$ cat config.mk
export PLATFORM = sky130hd
export DESIGN_NAME = c1541_track_ctrl
export DESIGN_NICKNAME = d
export VERILOG_FILES = /design/src/rtl/c1541_track_ctrl_pkg.sv /design/src/rtl/c1541_track_ctrl_stepper.sv /design/src/rtl/c1541_track_ctrl.sv
export SDC_FILE = /design/constraint.sdc
export NUM_CORES = 1
export LEC_CHECK = 0
export BUFFER_PORTS_ARGS = -buffer_cell sky130_fd_sc_hd__buf_2
export CAP_MARGIN = 20
export CORE_AREA = 4 4 90 92
export CTS_BUF_LIST = sky130_fd_sc_hd__clkbuf_4 sky130_fd_sc_hd__clkbuf_8
export CTS_CLUSTER_SIZE = 8
export DETAILED_ROUTE_END_ITERATION = 6
export DIE_AREA = 0 0 94 96
export GPL_ROUTABILITY_DRIVEN = 0
export MAX_ROUTING_LAYER = met4
export PLACE_DENSITY_LB_ADDON = 0.05
export SYNTH_ARGS = -nofsm -noshare
export SYNTH_HDL_FRONTEND = slang
export SYNTH_SLANG_ARGS = --single-unit
$ cat constraint.sdc
create_clock -name clk -period 6.27 [get_ports clk]
set_clock_uncertainty 0.05 [all_clocks]
set_input_delay 0.3135 -clock clk [delete_from_list [all_inputs] [get_ports clk]]
set_output_delay 0.3135 -clock clk [all_outputs]
set_load 0.005 [all_outputs]
$ cat src/rtl/c1541_track_ctrl_pkg.sv
// Shared types and helpers for the 1541 track-buffer scheduler.
// Latency: n/a (declarations only).
// Backpressure: n/a.
package c1541_pkg;

  typedef enum logic [2:0] {
    IDLE,
    SETTLE,
    WR_REQ,
    WR_WAIT,
    RD_REQ,
    RD_WAIT
  } state_t;

  localparam int HT_MAX_C   = 83;
  localparam int HT_RESET_C = 34;

  // Direction of a stepper phase change: +1 one phase forward, -1 one phase
  // back, 0 for no change or an ambiguous half-turn jump.
  function automatic logic signed [1:0] step_dir(input logic [1:0] prev, input logic [1:0] cur);
    logic [1:0] diff;
    diff = cur - prev;
    case (diff)
      2'd1:    step_dir = 2'sd1;
      2'd3:    step_dir = -2'sd1;
      default: step_dir = 2'sd0;
    endcase
  endfunction

endpackage

$ cat src/rtl/c1541_track_ctrl_stepper.sv
// Stepper phase decoder: saturating half-track position plus a change strobe.
// Latency: half_track and changed update one clk after a phase change.
// Backpressure: none; phases are sampled every clk, moves only while the motor runs.
module c1541_stepper
  import c1541_pkg::*;
#(
  parameter int HT_RESET = HT_RESET_C,
  parameter int HT_MAX   = HT_MAX_C
) (
  input  logic       clk,
  input  logic       reset,
  input  logic [1:0] stp,
  input  logic       mtr,
  output logic [6:0] half_track,
  output logic       changed
);

  logic [1:0]        stp_prev;
  logic signed [1:0] dir;

  assign dir = step_dir(stp_prev, stp);

  // Track phase history every clk; move the head only with the motor on.
  always_ff @(posedge clk) begin
    if (reset) begin
      half_track <= 7'(HT_RESET);
      stp_prev   <= stp;
      changed    <= 1'b0;
    end else begin
      stp_prev <= stp;
      changed  <= 1'b0;
      if (mtr && dir == 2'sd1 && half_track != 7'(HT_MAX)) begin
        half_track <= half_track + 7'd1;
        changed    <= 1'b1;
      end else if (mtr && dir == -2'sd1 && half_track != 7'd0) begin
        half_track <= half_track - 7'd1;
        changed    <= 1'b1;
      end
    end
  end

endmodule

$ cat src/rtl/c1541_track_ctrl.sv
// Track-buffer scheduler: loads whole tracks from SD, writes dirty tracks back.
// Latency: SETTLE_CE ce ticks after the last head move, then one block per sd_ack handshake.
// Backpressure: one outstanding request, held until sd_ack is seen high.
module c1541_track_ctrl
  import c1541_pkg::*;
#(
  parameter int BLK_PER_TRK = 16,
  parameter int SETTLE_CE   = 2000,
  parameter int HT_RESET    = HT_RESET_C,
  parameter int HT_MAX      = HT_MAX_C
) (
  input  logic                           clk,
  input  logic                           reset,
  input  logic                           ce,
  input  logic [1:0]                     stp,
  input  logic                           mtr,
  input  logic                           img_mounted,
  input  logic                           img_size_nz,
  input  logic                           img_readonly,
  input  logic                           buf_wr,
  output logic [6:0]                     half_track,
  output logic [5:0]                     cur_track,
  output logic                           busy,
  output logic [31:0]                    sd_lba,
  output logic                           sd_rd,
  output logic                           sd_wr,
  input  logic                           sd_ack,
  output logic [$clog2(BLK_PER_TRK)-1:0] buf_blk
);

  localparam int BW = $clog2(BLK_PER_TRK);
  localparam int CW = $clog2(SETTLE_CE + 1);
  localparam logic [BW-1:0] BLK_LAST  = BW'(BLK_PER_TRK - 1);
  localparam logic [CW-1:0] SETTLE_LD = CW'(SETTLE_CE);

  state_t        state;
  logic [CW-1:0] cnt;
  logic [BW-1:0] blk;
  logic [BW-1:0] blk_nxt;
  logic [5:0]    ld_trk;
  logic [5:0]    tgt;
  logic          dirty;
  logic          need_load;
  logic          ack_prev;
  logic          mtr_prev;
  logic          ht_chg;
  logic          ack_rise;
  logic          ack_fall;
  logic          want_read;

  c1541_stepper #(
    .HT_RESET (HT_RESET),
    .HT_MAX   (HT_MAX)
  ) u_stepper (
    .clk        (clk),
    .reset      (reset),
    .stp        (stp),
    .mtr        (mtr),
    .half_track (half_track),
    .changed    (ht_chg)
  );

  // Block count is a power of two, so the LBA is a plain concatenation.
  function automatic logic [31:0] lba_of(input logic [5:0] trk, input logic [BW-1:0] b);
    return 32'({trk, b});
  endfunction

  assign tgt       = half_track[6:1];
  assign blk_nxt   = blk + 1'b1;
  assign ack_rise  = sd_ack && !ack_prev;
  assign ack_fall  = !sd_ack && ack_prev;
  assign want_read = (tgt != cur_track) || need_load;
  assign busy      = (state != IDLE) || need_load;
  assign buf_blk   = blk;

  // Transfer sequencer; img_mounted at the end overrides whatever the state did.
  always_ff @(posedge clk) begin
    if (reset) begin
      state     <= IDLE;
      cnt       <= '0;
      blk       <= '0;
      ld_trk    <= '0;
      cur_track <= 6'(HT_RESET >> 1);
      dirty     <= 1'b0;
      need_load <= 1'b0;
      sd_rd     <= 1'b0;
      sd_wr     <= 1'b0;
      sd_lba    <= '0;
      ack_prev  <= 1'b0;
      mtr_prev  <= 1'b0;
    end else begin
      ack_prev <= sd_ack;
      mtr_prev <= mtr;
      case (state)
        IDLE: begin
          if (img_size_nz && (want_read || (mtr_prev && !mtr && dirty))) begin
            state <= SETTLE;
            cnt   <= SETTLE_LD;
          end
        end
        SETTLE: begin
          if (ht_chg) begin
            cnt <= SETTLE_LD;
          end else if (cnt == '0) begin
            blk <= '0;
            if (dirty && !img_readonly) begin
              state  <= WR_REQ;
              dirty  <= 1'b0;
              sd_wr  <= 1'b1;
              sd_lba <= lba_of(cur_track, '0);
            end else begin
              dirty <= 1'b0;
              if (want_read) begin
                state  <= RD_REQ;
                ld_trk <= tgt;
                sd_rd  <= 1'b1;
                sd_lba <= lba_of(tgt, '0);
              end else begin
                state <= IDLE;
              end
            end
          end else if (ce) begin
            cnt <= cnt - 1'b1;
          end
        end
        WR_REQ: begin
          if (ack_rise) begin
            sd_wr <= 1'b0;
            state <= WR_WAIT;
          end
        end
        WR_WAIT: begin
          if (ack_fall) begin
            if (blk == BLK_LAST) begin
              if (want_read) begin
                state  <= RD_REQ;
                blk    <= '0;
                ld_trk <= tgt;
                sd_rd  <= 1'b1;
                sd_lba <= lba_of(tgt, '0);
              end else begin
                state <= IDLE;
              end
            end else begin
              blk    <= blk_nxt;
              state  <= WR_REQ;
              sd_wr  <= 1'b1;
              sd_lba <= lba_of(cur_track, blk_nxt);
            end
          end
        end
        RD_REQ: begin
          if (ack_rise) begin
            sd_rd <= 1'b0;
            state <= RD_WAIT;
          end
        end
        RD_WAIT: begin
          if (ack_fall) begin
            if (blk == BLK_LAST) begin
              cur_track <= ld_trk;
              need_load <= 1'b0;
              state     <= IDLE;
            end else begin
              blk    <= blk_nxt;
              state  <= RD_REQ;
              sd_rd  <= 1'b1;
              sd_lba <= lba_of(ld_trk, blk_nxt);
            end
          end
        end
        default: state <= IDLE;
      endcase

      // A drive write marks the buffer dirty, even against the save-entry clear;
      // data arriving from SD must not be mistaken for drive edits.
      if (buf_wr && (state == IDLE || state == SETTLE || state == WR_REQ || state == WR_WAIT)) begin
        dirty <= 1'b1;
      end

      // New image: discard buffer contents and abandon any transfer at once.
      if (img_mounted) begin
        need_load <= 1'b1;
        dirty     <= 1'b0;
        state     <= IDLE;
        sd_rd     <= 1'b0;
        sd_wr     <= 1'b0;
      end
    end
  end

endmodule

==> qor.yml <==
status: "completed"
htree_levels: 3
worst_pin_slew_ps: 955
rows: 31
cts.clk_slew.worst_paths_ps: 80
yosysUniqueCellTypes: 65
maxSlewHeadroom: 0.358
post_cts_resize_count: 0
core_area_um2: 7210
vias_per_cell: 5.93
grt_pass1_wl_mm: 16.3
cts_hold_buffers: 0
wl_met3_um: 544
grt_remaining_overflow: 0
layout_common_cells: "dfxtp_1 (78), buf_2 (62), nand2_1 (34)"
path_buf_inv: 0
cp_top_family: "adder cells"
synth_area_leaders: "dfxtp_1 (40%), mux2i_1 (4.3%), o21ai_0 (4.2%), and2_1 (3.7%), a21oi_1 (3.6%)"
synth_edf_count: 0
die_y_um: 96
synth_warnings: 0
end_kind: "flip-flop"
insertion_delay_ps: 350
clockRootBuffer: "clkbuf_8"
cts.sinks: 78
cp.arrival_ps: 3020
vdd_ir_drop_max_mv: 0.146
die_w_um: 94
grt_max_degree: 34
syn_area_per_cell_um2: 8.82
max-cap-violations: 0
ys_seq_area_frac: 0.397
finalHoldViolations: 0
ant_nets: 0
max_freq_mhz: 358
io_buffers: 62
layout_commonest_cell: "dfxtp_1"
wl_met2_mm: 4.84
wl_mm: 9.75
cpPeakStageDelay_ps: 490
path_depth: 10
critPathMaxFanout: 8
grt_pass1_vias: 3397
slowest_stage: "fa_1"
syn-cell-area_um2: 3930
top_layer: "met4"
startpoint_type: "flip-flop"
syn_nets: 468
routedWlPerCell_um: 16.2
vias: 3574
cts.path.max_buffers: 2
synth_seq_cells: 78
leakagePower_uw: 0.00186
drv_slew: 0
nets: 521
power_density_nw_per_um2: 277
total_power_uw: 1240
worstHoldPathCells: 1
min_path_type: "primary input to flip-flop"
critical_path_class: "flip-flop to flip-flop"
crit_required_ps: 6500
cts_setup_buffers: 0
cts_buffers: 9
antenna_found_initial: 0
finalCritPeriodShare: 0.445
drive_gt1_frac: 0.200
synth_top_area_share: 0.397
die-area_um2: 9020
cts_tree: "yes"
period_minus_slack_ps: 2790
grt_util_all_layers: 0.233
drt-initial-drc-count: 212
diodes: 0
drtPass1Iterations: 5
drc_errors: 0
drt-met1-wl_mm: 4.24
setup_violations: 0
synth_top_cell_by_area: "dfxtp_1"
syn2layout_area_growth_pct: 13.3
reg2regPathDepth: 10
ios: 63
syn_inst: 446
rsz0062_at_grt: "no"
worstPathCellList: "ha_1 > nand2b_1 > a21oi_1 > nand2b_1 > fa_1 > a211oi_1 > o21bai_1 > a21oi_1 > mux2i_1 > mux2i_1"
yosys_most_used_dff: "dfxtp_1"
setup_tns_ps: 0
synthArstFlopShare: 0
dp_hpwl_mm: 7.00
start_util: 0.545
==> area by class of cell <==
cell class,instances,area (um^2)
inverters,11,41.3
well taps,99,124
multi-input cells,336,2230
clock inverters,7,61.3
clock buffers,9,124
flip-flops and latches,78,1560
fillers,650,2760
repair buffers,63,318
==> through the flow <==
stage | hold WS [ps] | utilization | instances | setup WS (ps) | cell area (um^2)
floorplan | 291 | - | 446 | 3710 | 3930
global placement | 381 | 0.591 | 586 | 3370 | 4260
detailed placement | 388 | 0.591 | 586 | 3190 | 4260
CTS | 20.1 | 0.617 | 602 | 3170 | 4450
global route | 20.9 | 0.618 | 603 | 3240 | 4460
finish | 36.2 | 0.618 | 603 | 3480 | 4460
==> final timing paths <==
check                                start                              endpoint  slack, ps
max          u_stepper.stp_prev[0]$_DFF_P_  u_stepper.half_track[6]$_SDFFE_PP0P_       3480
min                                 stp[0]         u_stepper.stp_prev[0]$_DFF_P_         40
min reg2reg        sd_lba[10]$_SDFFE_PP0P_               sd_lba[10]$_SDFFE_PP0P_        410
max reg2reg  u_stepper.stp_prev[0]$_DFF_P_  u_stepper.half_track[6]$_SDFFE_PP0P_       3480
==> cells in the mapped netlist, drive strengths merged (4+ instances only) <==
library cell and number:
a21boi 4, o21ai 33, clkbuf 14, inv 11
or3 5, nand3 15, and3 5, dfxtp 78
a31o 5, a311oi 6, ha 10, and2 23
nor2 27, a211oi 6, xnor2 10, nand2b 8
mux2i 18, a21o 11, nor3 11, nor2b 5
a21oi 29, nand2 34, xor2 6, a31oi 12
a21bo 4, a221oi 7, buf 7, nand4 4
==> flip-flops by register name, summed over array words and instances (netlist names) <==
name,count
sd_lba,32
cnt,11
u_stepper.half_track,7
cur_track,6
ld_trk,6
buf_blk,4
state,3
u_stepper.stp_prev,2
ack_prev,1
dirty,1
mtr_prev,1
need_load,1
sd_rd,1
sd_wr,1
u_stepper.changed,1
==> cells by family after synthesis <==
family                     after synthesis  synth area share
and+or+nand+nor                        156             0.216
AOI/OAI and AO/OA                      135             0.231
xor gates and xnor gates                16            0.0356
buffers and inverters                   32            0.0369
muxes                                   18            0.0468
DFF                                     78             0.397
adders and majority gates               11            0.0369
==> power breakdown <==
group | internal (uW) | switching, uW
Sequential | 521 | 46.4
Combinational | 128 | 181
Clock | 152 | 206
Total | 801 | 434
==> routing by layer <==
layer  track usage  vias to the layer above
met5             -                        -
li1              -                     1747
met1         0.286                     1673
met2         0.391                      139
met4        0.0794                        0
met3        0.0375                       15
Note: power is estimated with default switching activity, not from simulation.
